## src/rtl/deserializer_pkg.sv

```systemverilog
// Shared word/bit-count types for the serial link (serializer, deserializer, benches).
package deser_pkg;

  localparam int unsigned DATA_W = 16;
  localparam int unsigned MOD_W  = $clog2(DATA_W);

  typedef logic [DATA_W-1:0] word_t;
  typedef logic [MOD_W-1:0]  mod_t;

endpackage

```

## src/rtl/deserializer.sv

```systemverilog
// MSB-first serial-to-parallel converter with early word termination.
// A word completes on the DATA_W-th valid bit or on a valid bit flagged last;
// the word and its bit count are presented one cycle later with a 1-cycle pulse.
module deserializer
  import deser_pkg::*;
(
  input  logic              clk_i,
  input  logic              srst_i,
  input  logic              ser_data_i,
  input  logic              ser_data_val_i,
  input  logic              ser_last_i,
  output logic [DATA_W-1:0] deser_data_o,
  output logic [MOD_W-1:0]  deser_mod_o,
  output logic              deser_data_val_o,
  output logic              busy_o
);

  localparam mod_t LAST_IDX = mod_t'(DATA_W - 1);

  word_t sh;
  mod_t  bit_cnt;

  mod_t  pos_c;
  mod_t  cnt_inc_c;
  word_t sh_ins_c;
  word_t keep_mask_c;
  logic  done_c;

  // Insert the incoming bit, detect word completion, and mask unfilled low bits.
  always_comb begin
    pos_c          = LAST_IDX - bit_cnt;
    cnt_inc_c      = bit_cnt + mod_t'(1);
    sh_ins_c       = sh;
    sh_ins_c[pos_c] = ser_data_i;
    keep_mask_c    = {DATA_W{1'b1}} << pos_c;
    done_c         = ser_data_val_i && (ser_last_i || (bit_cnt == LAST_IDX));
  end

  // Shift register, bit counter and registered word outputs; reset wins over completion.
  always_ff @(posedge clk_i) begin
    if (!srst_i) begin
      sh               <= '0;
      bit_cnt          <= '0;
      deser_data_o     <= '0;
      deser_mod_o      <= '0;
      deser_data_val_o <= 1'b0;
      busy_o           <= 1'b0;
    end else begin
      deser_data_val_o <= 1'b0;
      if (ser_data_val_i) begin
        if (done_c) begin
          // Bit count wraps to 0 for a full word, which is the intended encoding.
          deser_data_o     <= sh_ins_c & keep_mask_c;
          deser_mod_o      <= cnt_inc_c;
          deser_data_val_o <= 1'b1;
          sh               <= '0;
          bit_cnt          <= '0;
          busy_o           <= 1'b0;
        end else begin
          sh      <= sh_ins_c;
          bit_cnt <= cnt_inc_c;
          busy_o  <= 1'b1;
        end
      end
    end
  end

endmodule

```

## config.mk

```make
export PLATFORM = sky130hd
export DESIGN_NAME = deserializer
export DESIGN_NICKNAME = d
export VERILOG_FILES = /design/src/rtl/deserializer_pkg.sv /design/src/rtl/deserializer.sv
export SDC_FILE = /design/constraint.sdc
export NUM_CORES = 1
export LEC_CHECK = 0
export BUFFER_PORTS_ARGS = -buffer_cell sky130_fd_sc_hd__buf_2
export CORE_MARGIN = 1
export CORE_UTILIZATION = 51
export CTS_CLUSTER_SIZE = 12
export DETAILED_ROUTE_END_ITERATION = 10
export HOLD_SLACK_MARGIN = 0.06
export PLACE_DENSITY = 0.83
export SYNTH_ARGS = -nofsm -noshare
export SYNTH_HDL_FRONTEND = slang
export SYNTH_SLANG_ARGS = --single-unit
```

## constraint.sdc

```tcl
create_clock -name clk_i -period 1.6 [get_ports clk_i]
set_input_delay 0.32 -clock clk_i [delete_from_list [all_inputs] [get_ports clk_i]]
set_output_delay 0.32 -clock clk_i [all_outputs]
set_load 0.01 [all_outputs]
```

# Yosys cells after proc, flatten, opt, wreduce, memory -nomap -nowiden
# Index checks and enable logic that the tools add are counted.
op_classes:
  addsub: 2
  bitwise_logic: 1
  n_shift: 1
  n_lt_le_gt_ge: 2
  n_reduce_logical: 5
  eq_ne: 1
  muxes: 7
ops:
  columns: ["op", "n"]
  rows:
  - ["AND 16 bit", 1]
  - ["bitwise mux 16 bit", 1]
  - ["two-way mux 16 bit", 1]
  - ["left shift 16 x 4 -> 16 bit (first input constant)", 1]
  - ["< comparator 4 x 5 -> 1 bit (second input constant)", 1]
  - ["adder 4 x 1 -> 4 bit (second input constant)", 1]
  - ["demux 1 bit (select 4 bit)", 1]
  - ["equality test 4 bit (second input constant)", 1]
  - ["greater-or-equal comparator 4 x 1 -> 1 bit (second input constant)", 1]
  - ["two-way mux 4 bit", 1]
  - ["AND reduction 2 bit", 2]
  - ["subtractor 4 bit (first input constant)", 1]
  - ["two-way mux 1 bit", 3]
  - ["logical AND 1 bit", 2]
  - ["logical OR 1 bit", 1]
word_totals:
  in_bits: 5
  register_bits: 42
  wordCells: 25
  output_inout_bits: 22

# Depth between registers and ports, before layout
depth:
  ltp_word: 7
  mapped_depth: 7
  depth_no_buf: 6

# Worst setup path before layout
# No wires, ideal clock.
synth_path:
  kind: "register to register"
  from: "register bit_cnt[1]"
  to: "register deser_data_o[14]"
  period_less_slack_ns: 1.501
  n_path_buf: 0
  required_ns: 1.483
  setup_ns: 0.117
  slack_ns: 0.099
  t_arrival_ns: 1.384
  path_stages_with_launch: 6
  cell_sequence: "dfxtp_1 inv_1 ha_1 nand2_1 mux2_2 a32o_1"
synth_between:
  elab_chain_len: 7
  word_cells_on_any_way: 13
  cone_classes: "add/sub (1); order compare (2); eq/ne (1); shift (1); mux (3); bitwise (1); reduce/logical (4)"
synth_lines:
  columns: ["element", "line_no", "source"]
  rows:
  - ["start: declaration", "deserializer.sv:21", "mod_t bit_cnt;"]
  - ["start signal: assignment", "deserializer.sv:61", "bit_cnt <= cnt_inc_c;"]
  - ["subtractor 4 bit", "deserializer.sv:31", "pos_c = LAST_IDX - bit_cnt;"]
  - ["< comparator 4 x 5 -> 1 bit (implied by the code) or greater-or-equal comparator 4 x 1 -> 1 bit (tied branches)", "deserializer.sv:34", "sh_ins_c[pos_c] = ser_data_i;"]
  - ["logical AND 1 bit (implied by the code)", "deserializer.sv:34", null]
  - ["two-way mux 1 bit (implied by the code)", "deserializer.sv:34", null]
  - ["demux 1 bit (select 4 bit)", "deserializer.sv:34", null]
  - ["bitwise mux 16 bit", "deserializer.sv:34", null]
  - ["AND 16 bit", "deserializer.sv:53", "deser_data_o <= sh_ins_c & keep_mask_c;"]
  - ["end signal: assignment", "deserializer.sv:53", null]
  - ["end: declaration", "deserializer.sv:12", "output logic [DATA_W-1:0] deser_data_o,"]
# Several ways; a longest one is shown, not always the timed one.
# A chain may end at the register's enable or synchronous reset.

# Worst setup path in the final report
layout_path:
  from: "register bit_cnt[0]"
  to: "register sh[9]"
layout_between:
  elab_chain_len: 7
  word_cells_on_any_way: 11
  cone_classes: "add/sub (1); order compare (2); eq/ne (1); mux (4); reduce/logical (3)"
layout_lines:
  columns: ["element", "line_no", "source"]
  rows:
  - ["subtractor 4 bit", "deserializer.sv:31", null]
  - ["< comparator 4 x 5 -> 1 bit (implied by the code) or greater-or-equal comparator 4 x 1 -> 1 bit (tied branches)", "deserializer.sv:34", null]
  - ["logical AND 1 bit (implied by the code)", "deserializer.sv:34", null]
  - ["two-way mux 1 bit (implied by the code)", "deserializer.sv:34", null]
  - ["demux 1 bit (select 4 bit)", "deserializer.sv:34", null]
  - ["bitwise mux 16 bit", "deserializer.sv:34", null]
  - ["two-way mux 16 bit (*)", "deserializer.sv:51", "if (done_c) begin"]
  - ["end signal: assignment", "deserializer.sv:60", "sh <= sh_ins_c;"]
  - ["end: declaration", "deserializer.sv:20", "word_t sh;"]
# Every way passes the cells marked *; elsewhere a longest branch is shown, timed or not.

==> qor.log <==
INFO  flow_run       drv.max_cap_violation_count=0
INFO  cells_and_area finalNetCount=274
INFO  clock_tree     cts_inserted_buffers=5
INFO  outcome        outcome=complete, no violations
INFO  synthesis      synth_seq_cells=42
INFO  clock_tree     h-tree-depth=2
INFO  drt            post-route-drc-count=0
INFO  critical_path  critical_path_arrival=1.76ns
INFO  synthesis      synth_simple_gate_area_frac=0.183
INFO  drt            detail_route.wirelength=4.86mm
INFO  critical_path  startpoint_type=register
INFO  cells_and_area layout-area-overhead-vs-synth=23.2%
INFO  synthesis      yosysTopAreaCell=dfxtp_1
INFO  synthesis      part_of_the_yosys_area_used_for_sequential_elements=0.431
INFO  drt            detailroute.via_count=1758
INFO  clock_tree     clk_pin_slew_worst_paths=0.08ns
INFO  synthesis      yosys.area_share.xor_xnor=0.00449
INFO  sta            report.final.slew_viol_count=0
INFO  clock_tree     clock_tree.buffer_depth=2
INFO  synthesis      yosys.area.top_type_share=0.431
INFO  place          port_buffers=26
INFO  synthesis      synth-async-reset-ratio=0
INFO  place          postPlaceCellArea=2230um2
INFO  cells_and_area finalInstanceArea=2400um2
INFO  place          gp_congestion=0.903
INFO  drt            drtIter0Drc=127
INFO  synthesis      syn-mean-instance-area=8.87um2
INFO  die            die_height=63.8um
INFO  sta            worst_slew_margin_rel=0.353
INFO  synthesis      synth_most_common_cell=dfxtp_1
INFO  place          place_hpwl=3.36mm
INFO  die            die_w=63.8um
INFO  global_route   grt_pass1_vias=1783
INFO  cells_and_area drive_above_1_share=0.259
INFO  cells_and_area antennaDiodeCount=0
INFO  synthesis      synthesis.yosys.warnings=0
INFO  global_route   overflow=0
INFO  power          power_leakage=1.01nW
INFO  global_route   antenna_found_initial=0
INFO  synthesis      synth.top_cells.by_count=42 x dfxtp_1, 41 x nand2_1, 20 x o21ai_0
INFO  sta            max_freq=651MHz
INFO  clock_tree     insertion_delay=0.30ns
INFO  clock_tree     clockRootBuffer=clkbuf_8
INFO  cells_and_area fin_util=0.657
INFO  synthesis      synthCells=220
INFO  power          power_density=955nW/um2
INFO  critical_path  worstSetupPathType=reg -> reg
INFO  die            num_io_pins=27
INFO  clock_tree     number_of_clock_sinks=42
INFO  power          ir_drop=0.533mV
INFO  die            coreArea=3660um2
INFO  die            initial_utilization=0.533
INFO  synthesis      synth_enable_flop_cells=0
INFO  synthesis      synthesized_area=1950um2
INFO  drt            post_drt_wl_per_cell=15.6um
INFO  synthesis      synth_cell_types=42
INFO  clock_tree     clock_tree_from_tritoncts=done
INFO  synthesis      post_synth_mux_area_share=0.0520
INFO  critical_path  path_max_fanout=7
INFO  sta            final_setup_violations=0
INFO  die            num_rows=22
INFO  drt            antenna_left=0
INFO  critical_path  cp-end-kind=register
INFO  sta            setup_tns=0ns
INFO  sta            min_period_over_period=0.961
INFO  sta            min_period=1.54ns
INFO  worst_hold_path hp-class=in -> reg
INFO  drt            first_pass_iters=4
INFO  synthesis      synth-adder-area-share=0.0449
INFO  synthesis      synthesis.nets=232
INFO  sta            largest_clock_skew_in_the_final_design=0.00445ns
INFO  sta            timing.final.hold_violations=0
INFO  die            floorplan.die_area=4080um2
INFO  critical_path  worstPathRequired=1.83ns
INFO  sta            grt_setup_unrepaired=yes
INFO  synthesis      synth_top_family_by_area=compound AO/OA/AOI/OAI gates
INFO  drt            post_drt_via_cell_ratio=5.65
INFO  global_route   grt_pass1_wl=8.25mm
INFO  synthesis      postSynth.topFlopCell=dfxtp_1
INFO  synthesis      synth_compound_area_frac=0.228
INFO  sta            transition_time_at_the_pin_with_the_least_slew_margin=0.966ns
INFO  global_route   grtUsageTotal=0.265
INFO  global_route   pin_count_of_the_biggest_net_entering_global_routing=14
INFO  synthesis      yosys-top-cells-area=dfxtp_1 43%, nand2_1 7.9%, o21ai_0 5.1%, mux2i_1 4.6%, ha_1 4.5%
## where the power goes
group	leakage, nW	total (W)	switching, W	internal (W)
registers	0.340	0.00107	0.00000711	0.00106
logic	0.596	0.000183	0.000111	0.0000724
clock network	0.0714	0.00105	0.000381	0.000666
total	1.01	0.00230	0.000499	0.00180
## critical path, cell delays in order, from the launching register on
cell and delay, ns:
dfxtp_1 0.33, ha_2 0.22, a31o_4 0.29, nor2_4 0.21, nand2_1 0.19, o22ai_1 0.22
## registers in the layout (all words and copies together), names as in the netlist
register          cells
sh                   16
deser_mod_o           4
deser_data_val_o      1
busy_o                1
deser_data_o         16
bit_cnt               4
## cell families after synthesis
kind of cell	Yosys count
adder cells (fa/ha/maj)	7
buffers and inverters	22
flip-flops	42
multiplexers	10
AND/OR/NAND/NOR	72
XOR/XNOR	1
AO/OA/AOI/OAI	66
## path summary, 6_finish.rpt
kind	start	to	slack, ns	cells after the start
setup / recovery	bit_cnt[0]	sh[9]	0.06	5
setup reg to reg	bit_cnt[0]	sh[9]	0.06	5
hold / removal	ser_last_i	sh[8]	0.40	4
hold reg to reg	deser_data_o[13]	deser_data_o[13]	0.45	2
## timing repair
| action | 4_1_cts | 5_1_grt |
|---|---|---|
| endpoints found under the setup margin | 0 | 14 |
| resized for setup | 0 | 7 |
| buffers inserted | 0 | 0 |
| hold buffers | 0 | 0 |
## through the flow
stage               hold WS (ns)  total power [W]  setup slack (ns)  std cells
floorplan                  0.425          0.00120            0.0987        220
global placement           0.430          0.00126            0.0772        303
detailed placement         0.440          0.00127            0.0433        303
CTS                        0.393          0.00230            0.0176        311
global route               0.432          0.00238           -0.0554        311
finish                     0.401          0.00230            0.0629        311
## cell usage in the layout, fill, tap and decap left out, drive strengths merged, types with 3 or more instances in the layout
cell type,instances
a21oi,13
a22o,4
a31oi,3
a32o,3
and2,4
buf,45
clkbuf,6
dfxtp,42
ha,7
inv,12
mux2i,9
nand2,42
nand2b,3
nand3,5
nand4,3
nor2,7
nor2b,4
o21ai,21
o22ai,6
o31ai,6
## metal layers
layer | track usage | up-vias | routed length [um] | part of all wire
li1 | - | 857 | - | -
met1 | 0.330 | 822 | 2130 | 0.44
met2 | 0.440 | 71 | 2380 | 0.49
met3 | 0.0643 | 8 | 286 | 0.059
met4 | 0.102 | 0 | 70 | 0.014
met5 | 0 | - | 0 | 0
## cell type report
class                           instances  area (um2)
Fill cell                             301        1260
Clock buffer                            6        82.6
Clock inverter                          2        60.1
Tap cell                               48        60.1
Inverter                               12        45.0
Multi-Input combinational cell        156        1030
Timing Repair Buffer                   45         285
Sequential cell                        42         841
No activity file was read; power rests on OpenSTA's default activity.
